### config.mk
export PLATFORM = sky130hd
export DESIGN_NAME = disp_scan_ctrl
export DESIGN_NICKNAME = d
export VERILOG_FILES = /design/src/rtl/disp_pkg.sv /design/src/rtl/disp_tick_gen.sv /design/src/rtl/disp_scan_ctrl.sv
export SDC_FILE = /design/constraint.sdc
export NUM_CORES = 1
export LEC_CHECK = 0
export ABC_AREA = 1
export BUFFER_PORTS_ARGS = -buffer_cell sky130_fd_sc_hd__clkbuf_2
export CORE_MARGIN = 5
export CORE_UTILIZATION = 55
export DETAILED_ROUTE_END_ITERATION = 16
export GPL_ROUTABILITY_DRIVEN = 0
export GPL_TIMING_DRIVEN = 1
export PLACE_DENSITY = 0.78
export SLEW_MARGIN = 20
export SYNTH_ARGS = -nofsm -noshare
export SYNTH_HDL_FRONTEND = slang
export SYNTH_HIERARCHICAL = 1
export SYNTH_SLANG_ARGS = --single-unit
### constraint.sdc
create_clock -name clk -period 2.2 [get_ports clk]
set_input_delay 0 -clock clk [delete_from_list [all_inputs] [get_ports clk]]
set_output_delay 0 -clock clk [all_outputs]
set_load 0.005 [all_outputs]
### src/rtl/disp_pkg.sv
// Shared digit-code types and constants for the display scan path.
// Also provides the leading-zero blanking helper used by the scan controller.
package disp_pkg;

  localparam int NDIG    = 4;
  localparam int DIGIT_W = 5;
  localparam int DP_BIT  = 4;
  localparam int HEX_MSB = 3;

  typedef logic [DIGIT_W-1:0] digit_t;
  typedef digit_t [NDIG-1:0]  digits_t;

  // Bits that must be zero for a digit to count as a leading zero (hex field only).
  localparam digit_t LZ_MASK = digit_t'((1 << (HEX_MSB + 1)) - 1) & ~digit_t'(1 << DP_BIT);

  // Bit i set when digits NDIG-1 down to i all have zero hex fields; digit 0 is never blanked.
  function automatic logic [NDIG-1:0] lz_mask(input digits_t dg);
    logic zero_above;
    lz_mask    = '0;
    zero_above = 1'b1;
    for (int i = NDIG - 1; i >= 1; i--) begin
      zero_above = zero_above && ((dg[i] & LZ_MASK) == '0);
      lz_mask[i] = zero_above;
    end
  endfunction

endpackage

### src/rtl/disp_tick_gen.sv
// Slot/select timebase: cnt walks 0..SCAN_DIV-1 per digit slot, s steps per slot.
// Latency: s registered; guard and frame_tick are combinational from the counters. No backpressure.
module disp_tick_gen #(
  parameter int unsigned SCAN_DIV = 50000,
  parameter int unsigned GUARD    = 500
) (
  input  logic       clk,
  input  logic       rst_n,
  output logic [1:0] s,
  output logic       guard,
  output logic       frame_tick
);

  localparam int CW = (SCAN_DIV > 1) ? $clog2(SCAN_DIV) : 1;
  localparam logic [CW-1:0] CNT_LAST = CW'(SCAN_DIV - 1);

  logic [CW-1:0] cnt;
  logic          wrap;

  assign wrap       = (cnt == CNT_LAST);
  assign guard      = (32'(cnt) < GUARD);
  assign frame_tick = wrap && (s == 2'd3);

  always_ff @(posedge clk or negedge rst_n) begin
    if (!rst_n) begin
      cnt <= '0;
      s   <= 2'd0;
    end else if (wrap) begin
      cnt <= '0;
      s   <= s + 2'd1;
    end else begin
      cnt <= cnt + 1'b1;
    end
  end

endmodule

### src/rtl/disp_scan_ctrl.sv
// Four-digit scan controller: tear-free digit registers, guarded anode drive, LZ blanking, blink.
// Latency: an lags the slot counter by 1 cycle; loads land at the next frame boundary. No backpressure.
module disp_scan_ctrl
  import disp_pkg::*;
#(
  parameter int unsigned SCAN_DIV     = 50000,
  parameter int unsigned GUARD        = 500,
  parameter int unsigned BLINK_FRAMES = 128
) (
  input  logic        clk,
  input  logic        rst_n,
  input  logic        load,
  input  logic [19:0] din,
  input  logic        lz_en,
  input  logic [3:0]  blink_mask,
  output logic        load_ack,
  output logic [4:0]  d0,
  output logic [4:0]  d1,
  output logic [4:0]  d2,
  output logic [4:0]  d3,
  output logic [1:0]  s,
  output logic [3:0]  an,
  output logic        frame
);

  localparam int BW = $clog2(BLINK_FRAMES + 1);
  localparam logic [BW-1:0] BLINK_LAST = BW'(BLINK_FRAMES - 1);

  logic [1:0]      sel;
  logic            guard;
  logic            frame_tick;
  digits_t         disp;
  digits_t         pend;
  logic            pend_vld;
  logic [BW-1:0]   bcnt;
  logic            bphase;
  logic [NDIG-1:0] blank;
  logic [3:0]      an_nxt;

  disp_tick_gen #(
    .SCAN_DIV (SCAN_DIV),
    .GUARD    (GUARD)
  ) u_tick (
    .clk        (clk),
    .rst_n      (rst_n),
    .s          (sel),
    .guard      (guard),
    .frame_tick (frame_tick)
  );

  assign s  = sel;
  assign d0 = disp[0];
  assign d1 = disp[1];
  assign d2 = disp[2];
  assign d3 = disp[3];

  assign blank = (lz_en ? lz_mask(disp) : '0) | (bphase ? blink_mask : '0);

  always_comb begin
    an_nxt = 4'b1111;
    if (!guard && !blank[sel]) an_nxt = ~(4'b0001 << sel);
  end

  always_ff @(posedge clk or negedge rst_n) begin
    if (!rst_n) begin
      an       <= 4'b1111;
      frame    <= 1'b0;
      load_ack <= 1'b0;
      disp     <= '0;
      pend     <= '0;
      pend_vld <= 1'b0;
      bcnt     <= '0;
      bphase   <= 1'b0;
    end else begin
      an       <= an_nxt;
      frame    <= frame_tick;
      load_ack <= 1'b0;
      // A load on the boundary cycle bypasses the buffer and supersedes anything pending.
      if (frame_tick && load) begin
        disp     <= din;
        pend_vld <= 1'b0;
        load_ack <= 1'b1;
      end else if (frame_tick && pend_vld) begin
        disp     <= pend;
        pend_vld <= 1'b0;
        load_ack <= 1'b1;
      end else if (load) begin
        pend     <= din;
        pend_vld <= 1'b1;
      end
      if (frame_tick) begin
        if (bcnt == BLINK_LAST) begin
          bcnt   <= '0;
          bphase <= ~bphase;
        end else begin
          bcnt <= bcnt + 1'b1;
        end
      end
    end
  end

endmodule

==> out/metrics.yaml <==
vdd_ir_drop_max_v: 0.000439
grt_first_pass_wirelength_mm: 14.2
dr_total_vias: 2942
worstSetupPathType: "reg2reg"
std_cell_rows: 29
crit_path_end_kind: "register"
period_needed_ns: 2.03
clk_pin_slew_ns: 0.09
fp.dieH_um: 90.8
synth.distinct_cells: 31
status: "finished, final reports clean"
fin_ws_ns: 0.167
gr-total-overflow: 0
fin_util_pct: 70.2
io_buffers: 55
drt_iter0_drc: 180
design_area_sq_um: 4460
synthTopCellsByArea: "dfrtp_1, mux2_4, nand2_1"
clockBufferDepth: 2
cp.required_ns: 2.47
grt_max_degree: 40
power_density_nw_per_um2: 605
place_ws_ns: 0.213
worst_hold_slack_ns: 0.0561
synth_top_area_cell: "dfrtp_1"
drt_wl_total_mm: 8.09
cts_buffers: 9
track_usage_pct: 21.3
yosys_warnings: 6
skew_ns: 0.0187
syn_inst: 389
core-area_sq_um: 6350
ios: 56
syn-num-nets: 420
initial_core_util_pct: 56.6
dpl-instance-area_sq_um: 4000
final_cell_mix: "dfrtp_1, nand2_1, clkbuf_2"
setup_viol: 0
fillers: 470
cap_violations: 0
cts_sinks: 74
drv_slew: 0
postRouteAntennaNets: 0
routedWlPerCell_um: 14.5
grt_pass1_vias: 2971
final_common_cell: "dfrtp_1"
min_path_cells: 7
avgViaCountPerCell: 5.26
min-delay-path-class: "in2reg"
worst_pin_slew_ns: 0.857
reg2regPathDepth: 10
critPathArrivalTime_ns: 2.30
drive_above_1_share_pct: 26.2
min_period_over_period_pct: 92.4
fin_cells: 559
max_slew_margin_pct: 42.9
h-tree-depth: 3
hold_viol: 0
ys_seq_area_share_pct: 51.7
place_inst: 517
synth_area_sq_um: 3590
p_leak_uw: 0.00226
die-area_sq_um: 8250
avgSynthCellArea_sq_um: 9.23
antenna_found_initial: 0
drt-pass1-iter-count: 4
cts_tree: "yes"
die_width_um: 90.8
synth_seq_cells: 74
dp.final_hpwl_mm: 5.39
nets: 507
drc: 0
cts-root-buf: "clkbuf_8"
crit_path_start_kind: "register"
worst_skew_pair.late_latency_ns: 0.35
max_freq_mhz: 492
synthToLayoutAreaGrowth_pct: 24.1
yosysTopAreaCellShare_pct: 48.8
crit_fanout: 39
[cells in the mapped netlist]
| library cell | count |
|---|---|
| xor2_1 | 6 |
| inv_2 | 6 |
| nor2_1 | 33 |
| nor2_2 | 7 |
| dfrtp_1 | 70 |
| o21bai_1 | 3 |
| nand2_2 | 4 |
| xnor2_1 | 2 |
| o21ai_0 | 1 |
| inv_1 | 49 |
| o22ai_1 | 20 |
| a21oi_4 | 1 |
| buf_4 | 2 |
| nand4_1 | 4 |
| clkbuf_1 | 5 |
| nor2_4 | 1 |
| nand3_1 | 20 |
| nor2b_1 | 1 |
| mux2_4 | 20 |
| nor4_1 | 1 |
| o21ai_1 | 24 |
| o211ai_1 | 1 |
| ha_1 | 3 |
| nand3_2 | 1 |
| dfstp_2 | 4 |
| buf_2 | 3 |
| a21oi_1 | 25 |
| nor3_1 | 3 |
| nand2_1 | 65 |
| inv_4 | 1 |
| buf_6 | 3 |
[critical path, cell delays in order (launching register included)]
cell	delay, ns
dfrtp_1	0.39
ha_1	0.23
nand3_1	0.15
nor2_1	0.13
nand2_1	0.14
nor2_2	0.18
inv_4	0.07
a21oi_4	0.17
buf_12	0.21
o21ai_1	0.12
o22ai_1	0.18
[kinds of logic after synthesis]
group | share of synthesized area, %
flops | 51.7
buf+inv | 8.22
compound gates | 11.7
fa+ha+maj | 1.05
mux | 8.36
simple gates | 17.0
xor+xnor | 1.95
[worst paths after layout]
check	from	to	slack [ns]
worst max register to register	u_tick/cnt[0]$_DFF_PN0_	d3[1]$_DFFE_PN0N_	0.17
max in group asynchronous	rst_n	an[0]$_DFF_PN1_	1.22
worst min-delay path	lz_en	an[1]$_DFF_PN1_	0.06
min in group asynchronous	rst_n	d1[4]$_DFFE_PN0N_	0.29
worst max-delay path	u_tick/cnt[0]$_DFF_PN0_	d3[1]$_DFFE_PN0N_	0.17
worst min register to register	u_tick/cnt[0]$_DFF_PN0_	u_tick/cnt[0]$_DFF_PN0_	0.48
[routing by layer]
layer / vias to the layer above / track usage, % / share of wire [%]
met4: 0 / 11.5 / 2.3
met5: - / 0 / 0
met2: 80 / 30.4 / 46
met1: 1395 / 30.5 / 46
li1: 1451 / - / -
met3: 16 / 4.25 / 5.6
[final cells by class]
cell class	instances	area, sq um	area share [%]
clock inverters	6	66.3	1.49
repair buffers	89	647	14.5
inverters	56	213	4.77
well taps	77	96.3	2.16
flip-flops and latches	74	1860	41.7
multi-input cells	246	1450	32.5
diodes	1	2.50	0.0561
clock buffers	10	128	2.86
[state kept, by name, summed over array words and instances (netlist names), 4 cells and up]
register and count:
pend 20, u_tick/cnt 16, bcnt 8, d0 5, d1 5, d2 5, d3 5, an 4
[stage by stage]
step,TNS (ns),total power [uW]
2_1_floorplan,0,1540
3_3_place_gp,0,1620
3_5_place_dp,0,1630
4_1_cts,0,2710
5_1_grt,-0.0189,2820
6_report,0,2700
[power by group]
| part | switching (uW) | internal [uW] | total [uW] |
|---|---|---|---|
| registers | 24.8 | 1400 | 1420 |
| clock network | 530 | 526 | 1060 |
| logic | 96.1 | 125 | 221 |
[what timing repair did]
item	4_1_cts	5_1_grt
endpoints found under the hold margin	77	0
setup buffers	0	0
gates resized for setup	0	2
endpoints found under the setup margin	0	1
hold buffers	25	0
(Power assumes the default switching activity.)
